File: src/rtl/vga_pattern_sequencer.sv
// Chooses the VGA test pattern, either from the manual switch or by timed auto-cycling, updating only at frame start.
// Optional input debounce on the synchronized controls is enabled by defining SEQ_DEBOUNCE_EN.
module vga_pattern_sequencer #(
   parameter int HOLD_FRAMES = 60,
   parameter int DEB_CYCLES  = 1000
) (
   input  logic       clock,
   input  logic       rst_n,
   input  logic       frame_tick,
   input  logic [1:0] switch,
   input  logic       auto_en,
   input  logic       pause,
   output logic [1:0] pattern_sel,
   output logic [1:0] seq_state,
   output logic       sel_changed
);

   if (HOLD_FRAMES < 1 || HOLD_FRAMES > 255) begin : g_hold_range
      $error("HOLD_FRAMES out of range 1..255");
   end
   if (DEB_CYCLES < 1 || DEB_CYCLES > 65535) begin : g_deb_range
      $error("DEB_CYCLES out of range 1..65535");
   end

   typedef enum logic [1:0] {MANUAL = 2'd0, AUTO = 2'd1, PAUSED = 2'd2} state_e;

   localparam logic [7:0] HOLD_LAST = 8'(HOLD_FRAMES - 1);

   logic [1:0] sw_s1_q, sw_s2_q;
   logic       auto_s1_q, auto_s2_q;
   logic       pause_s1_q, pause_s2_q;
   logic [1:0] sw_f;
   logic       auto_f, pause_f;

   always_ff @(posedge clock or negedge rst_n) begin
      if (!rst_n) begin
         sw_s1_q    <= '0;
         sw_s2_q    <= '0;
         auto_s1_q  <= 1'b0;
         auto_s2_q  <= 1'b0;
         pause_s1_q <= 1'b0;
         pause_s2_q <= 1'b0;
      end else begin
         sw_s1_q    <= switch;
         sw_s2_q    <= sw_s1_q;
         auto_s1_q  <= auto_en;
         auto_s2_q  <= auto_s1_q;
         pause_s1_q <= pause;
         pause_s2_q <= pause_s1_q;
      end
   end

`ifdef SEQ_DEBOUNCE_EN
   localparam logic [15:0] DEB_N = 16'(DEB_CYCLES);

   logic [1:0]  sw_f_q, sw_last_q;
   logic        auto_f_q, auto_last_q, pause_f_q, pause_last_q;
   logic [15:0] sw_cnt_q, auto_cnt_q, pause_cnt_q;
   logic [15:0] sw_cnt_d, auto_cnt_d, pause_cnt_d;

   // Counts consecutive cycles the synchronized value has differed from the filtered one without moving.
   function automatic logic [15:0] deb_count(input logic differs, input logic moved,
                                             input logic [15:0] cnt);
      if (!differs)   return 16'd0;
      else if (moved) return 16'd1;
      else            return cnt + 16'd1;
   endfunction

   always_comb begin
      sw_cnt_d    = deb_count(sw_s2_q != sw_f_q, sw_s2_q != sw_last_q, sw_cnt_q);
      auto_cnt_d  = deb_count(auto_s2_q != auto_f_q, auto_s2_q != auto_last_q, auto_cnt_q);
      pause_cnt_d = deb_count(pause_s2_q != pause_f_q, pause_s2_q != pause_last_q, pause_cnt_q);
   end

   always_ff @(posedge clock or negedge rst_n) begin
      if (!rst_n) begin
         sw_f_q       <= '0;
         sw_last_q    <= '0;
         sw_cnt_q     <= '0;
         auto_f_q     <= 1'b0;
         auto_last_q  <= 1'b0;
         auto_cnt_q   <= '0;
         pause_f_q    <= 1'b0;
         pause_last_q <= 1'b0;
         pause_cnt_q  <= '0;
      end else begin
         sw_last_q    <= sw_s2_q;
         auto_last_q  <= auto_s2_q;
         pause_last_q <= pause_s2_q;
         if (sw_cnt_d == DEB_N) begin
            sw_f_q   <= sw_s2_q;
            sw_cnt_q <= '0;
         end else begin
            sw_cnt_q <= sw_cnt_d;
         end
         if (auto_cnt_d == DEB_N) begin
            auto_f_q   <= auto_s2_q;
            auto_cnt_q <= '0;
         end else begin
            auto_cnt_q <= auto_cnt_d;
         end
         if (pause_cnt_d == DEB_N) begin
            pause_f_q   <= pause_s2_q;
            pause_cnt_q <= '0;
         end else begin
            pause_cnt_q <= pause_cnt_d;
         end
      end
   end

   assign sw_f    = sw_f_q;
   assign auto_f  = auto_f_q;
   assign pause_f = pause_f_q;
`else
   assign sw_f    = sw_s2_q;
   assign auto_f  = auto_s2_q;
   assign pause_f = pause_s2_q;
`endif

   state_e     state_q, state_d;
   logic [7:0] frame_cnt_q, frame_cnt_d;
   logic [1:0] sel_q, sel_d, sel_prev_q;
   logic       sel_changed_q;

   // Tick action is keyed on state_q, so a transition on the same edge only affects later ticks.
   always_comb begin
      state_d     = state_q;
      frame_cnt_d = frame_cnt_q;
      sel_d       = sel_q;
      case (state_q)
         MANUAL:  if (auto_f) state_d = AUTO;
         AUTO:    if (!auto_f) state_d = MANUAL; else if (pause_f) state_d = PAUSED;
         PAUSED:  if (!auto_f) state_d = MANUAL; else if (!pause_f) state_d = AUTO;
         default: state_d = MANUAL;
      endcase
      if (frame_tick) begin
         if (state_q == MANUAL) begin
            sel_d = sw_f;
         end else if (state_q == AUTO) begin
            if (frame_cnt_q == HOLD_LAST) begin
               frame_cnt_d = '0;
               sel_d       = sel_q + 2'd1;
            end else begin
               frame_cnt_d = frame_cnt_q + 8'd1;
            end
         end
      end
      if (state_q == MANUAL || state_d == MANUAL) frame_cnt_d = '0;
   end

   always_ff @(posedge clock or negedge rst_n) begin
      if (!rst_n) begin
         state_q       <= MANUAL;
         frame_cnt_q   <= '0;
         sel_q         <= '0;
         sel_prev_q    <= '0;
         sel_changed_q <= 1'b0;
      end else begin
         state_q       <= state_d;
         frame_cnt_q   <= frame_cnt_d;
         sel_q         <= sel_d;
         sel_prev_q    <= sel_q;
         sel_changed_q <= (sel_q != sel_prev_q);
      end
   end

   assign pattern_sel = sel_q;
   assign seq_state   = state_q;
   assign sel_changed = sel_changed_q;

endmodule

File: config.mk
export PLATFORM = sky130hd
export DESIGN_NAME = vga_pattern_sequencer
export DESIGN_NICKNAME = d
export VERILOG_FILES = /design/src/rtl/vga_pattern_sequencer.sv
export SDC_FILE = /design/constraint.sdc
export NUM_CORES = 1
export LEC_CHECK = 0
export CORE_AREA = 2 2 49 51
export CTS_CLUSTER_SIZE = 30
export DETAILED_ROUTE_END_ITERATION = 6
export DIE_AREA = 0 0 51 53
export PLACE_DENSITY = 0.8
export SYNTH_ARGS = -nofsm -noshare
export SYNTH_HDL_FRONTEND = slang
export SYNTH_SLANG_ARGS = --single-unit
File: constraint.sdc
create_clock -name clock -period 1.5 [get_ports clock]
set_input_delay 0.15 -clock clock [delete_from_list [all_inputs] [get_ports clock]]
set_output_delay 0.15 -clock clock [all_outputs]
set_load 0.005 [all_outputs]
==> results.yml <==
layout:
  mostFrequentLayoutCells: "19 x dfrtp_1, 16 x buf_4, 9 x clkdlybuf4s50_1, 5 x nand2_1, 5 x nand3_1"
  final_cells: 143
  final_common_cell: "dfrtp_1"
  area_delta_synth_final_pct: 32.63
  num_antenna_cells: 0
  utilization_pct: 62.26
  layout-drive-gt1-share_pct: 31.30
  seq_area_sq_um: 580.6
  fillers: 167
  multi_input_area_sq_um: 437.9
  layout.nets: 124
synth:
  ys_types: 32
  synth_mux_area_share_pct: 3.970
  synth_xor_area_share_pct: 2.605
  synth-compound-area-share_pct: 13.15
  syn_inst: 85
  ys_seq_area_share_pct: 57.07
  synth-adder-area-share_pct: 2.233
  yosys_warnings: 0
  synth_simple_gate_area_share_pct: 18.73
  postSynthNetCount: 93
  synth_top_family_by_area: "simple AND/OR/NAND/NOR gates"
  syn_avg_cell_area_sq_um: 11.86
  netlist_area_sq_um: 1008
  yosys_register_bits: 23
power:
  leakage_uw: 0.0006110
  switching_share_pct: 26.22
  irDropWorstVdd_v: 0.0007163
  p_int_uw: 901.0
  seqPwrFrac_pct: 58.7
  power_density_nw_per_um2: 913.1
  power.switching_uw: 320.3
  power_frac_comb_pct: 16.9
  finalPower_uw: 1221
  clock_power_share_pct: 24.4
outcome:
  status: "complete, but fails checks"
  violations: "setup timing"
setup_path:
  arrival_ns: 1.78
  critical_path.max_fanout: 3
  end_kind: "flip-flop"
  ff2ff_setup_slack_ns: -0.02
  worstPathRequired_ns: 1.76
  crit_type: "flip-flop to flip-flop"
  start_kind: "flip-flop"
worst_hold_path:
  hold_class: "input port to asynchronous set/reset pin"
die:
  die_w_um: 51
  start_util_pct: 46.94
  rows: 17
  io_pins: 12
  die-area_sq_um: 2703
  die_h_um: 53
  fp.coreArea_sq_um: 2148
placement:
  dp.final_hpwl_mm: 1.369
  dp.cells: 134
  port_buffers: 11
  gp_congestion: 0.8496
timing:
  clock.fmax_mhz: 657.8
  fin_setup_tns_ns: -0.02028
  worst_slew_pin_slew_ns: 0.2867
  period_needed_ns: 1.520
  relSlewSlack_pct: 80.89
  finalMaxSlewViolations: 0
  layout_setup_ws_ns: -0.02028
  hold_ws_ns: 0.1603
  hold_violations: 0
  period_share_pct: 101.4
  skew_ns: 0.005941
  setup_viol: 1
  rsz0062_at_grt: "true"
route:
  dr.pass1.iters: 4
  drt-total-wl_mm: 2.034
  ant_nets: 0
  drtIter0Drc: 17
  vias_per_cell: 5.280
  drc: 0
  wire_per_inst_um: 14.22
  vias: 755
clocking:
  cts_max_level: 1
  tritoncts_num_sinks: 23
  numCtsBuffers: 3
  clk_latency_ns: 0.32
  tritoncts: "yes"
  cts_root_buf: "clkbuf_4"
  clkTransAtPathRegs_ns: 0.13
  cts_buffer_depth: 2
global_route:
  grt_pass1_wl_mm: 3.346
  gr-total-overflow: 0
  grt_max_degree: 24
  track_usage_pct: 16.92
  antenna_found_initial: 0
  grt_pass1_vias: 725
run:
  drv_cap: 0
[routing by layer]
| layer | up-vias | wire length (um) | GRT usage [%] | part of all wire, % |
|---|---|---|---|---|
| li1 | 368 | - | - | - |
| met1 | 370 | 897 | 20.69 | 44 |
| met2 | 13 | 1036 | 29.00 | 51 |
| met3 | 4 | 74 | 5.367 | 3.6 |
| met4 | 0 | 24 | 4.054 | 1.2 |
| met5 | - | 0 | 0 | 0 |
[power groups by stage]
stage	registers, uW	clock network (uW)	logic (uW)
floorplan	719	0	94.6
global placement	723	0	197
detailed placement	727	0	202
CTS	716	309	205
global route	724	341	234
finish	716	298	206
[kinds of logic (layout without fill, tap and decap cells)]
logic type,Yosys count,in the layout
adders and majority gates,2,2
and+or+nand+nor,30,30
buffers and inverters,4,34
muxes,4,4
DFF,23,23
xor gates and xnor gates,3,3
AOI/OAI and AO/OA,19,19
[synth_stat cells]
cell type	number	area [sq um]
a21oi_1	5	25.02
buf_6	1	11.26
inv_1	2	7.510
a21boi_0	1	7.510
and3_1	3	18.77
dfrtp_1	23	575.6
nor2_1	4	15.01
a22oi_1	1	7.510
and3b_1	1	8.760
a41oi_1	2	17.52
o22ai_1	2	12.51
o21ai_0	1	5.000
xnor2_1	3	26.28
mux2i_1	4	40.04
buf_1	1	3.750
or4b_1	1	10.01
nor3b_2	1	12.51
a31oi_1	4	25.02
and2_1	1	6.260
nor2b_4	1	13.76
nand2_1	5	18.77
nand3_1	6	30.03
nand4b_1	1	8.760
and4bb_2	1	12.51
o31ai_1	1	7.510
o21ai_4	1	16.27
nand2b_1	1	6.260
a22o_1	1	8.760
maj3_1	1	10.01
nor2b_1	2	12.51
nand3b_1	2	15.01
ha_1	1	12.51
[sequential cells by signal (all words and copies together), names as in the netlist]
register,cells
sw_s1_q,2
auto_s1_q,1
sel_changed,1
pause_s1_q,1
frame_cnt_q,8
sw_f,2
pattern_sel,2
seq_state,2
auto_f,1
sel_prev_q,2
pause_f,1
[worst max-delay path: stages, from the launching register on]
cell and delay (ns):
dfrtp_1 0.38, ha_2 0.20, and3_4 0.20, nand3_2 0.08, or4b_1 0.47, mux2i_1 0.13
[per-stage QoR]
step	setup slack (ns)	instance area, sq um
2_1_floorplan	0.006089	1008
6_report	-0.02028	1338
5_1_grt	-0.08929	1338
3_5_place_dp	-0.05890	1229
4_1_cts	-0.02400	1280
3_3_place_gp	0.002156	1229
[area by class of cell]
class | instances | share of cell area [%]
timing repair buffer | 28 | 18.43
clock buffer | 3 | 1.684
inverter | 2 | 0.5613
tap | 28 | 2.619
sequential | 23 | 43.41
clock inverter | 1 | 0.5613
multi-input combinational | 58 | 32.74
[path summary, 6_finish.rpt]
check                                      startpoint  cells after the start                          to
hold reg to reg                  sw_s1_q[0]$_DFF_PN0_                      0           sw_f[0]$_DFF_PN0_
setup reg to reg           frame_cnt_q[1]$_DFFE_PN0P_                      5  frame_cnt_q[6]$_DFFE_PN0P_
max in group asynchronous                       rst_n                      2  pattern_sel[1]$_DFFE_PN0P_
min in group clock                          switch[0]                      1        sw_s1_q[0]$_DFF_PN0_
setup / recovery           frame_cnt_q[1]$_DFFE_PN0P_                      5  frame_cnt_q[6]$_DFFE_PN0P_
hold / removal                                  rst_n                      2  frame_cnt_q[0]$_DFFE_PN0P_
[timing repair]
item,CTS,global route
buffers inserted,2,3
hold buffers,0,0
endpoints found under the setup margin,6,10
gates resized for setup,4,10
endpoints found under the hold margin,0,0
pin swaps,0,3
Power figures use the tool's default switching activity.
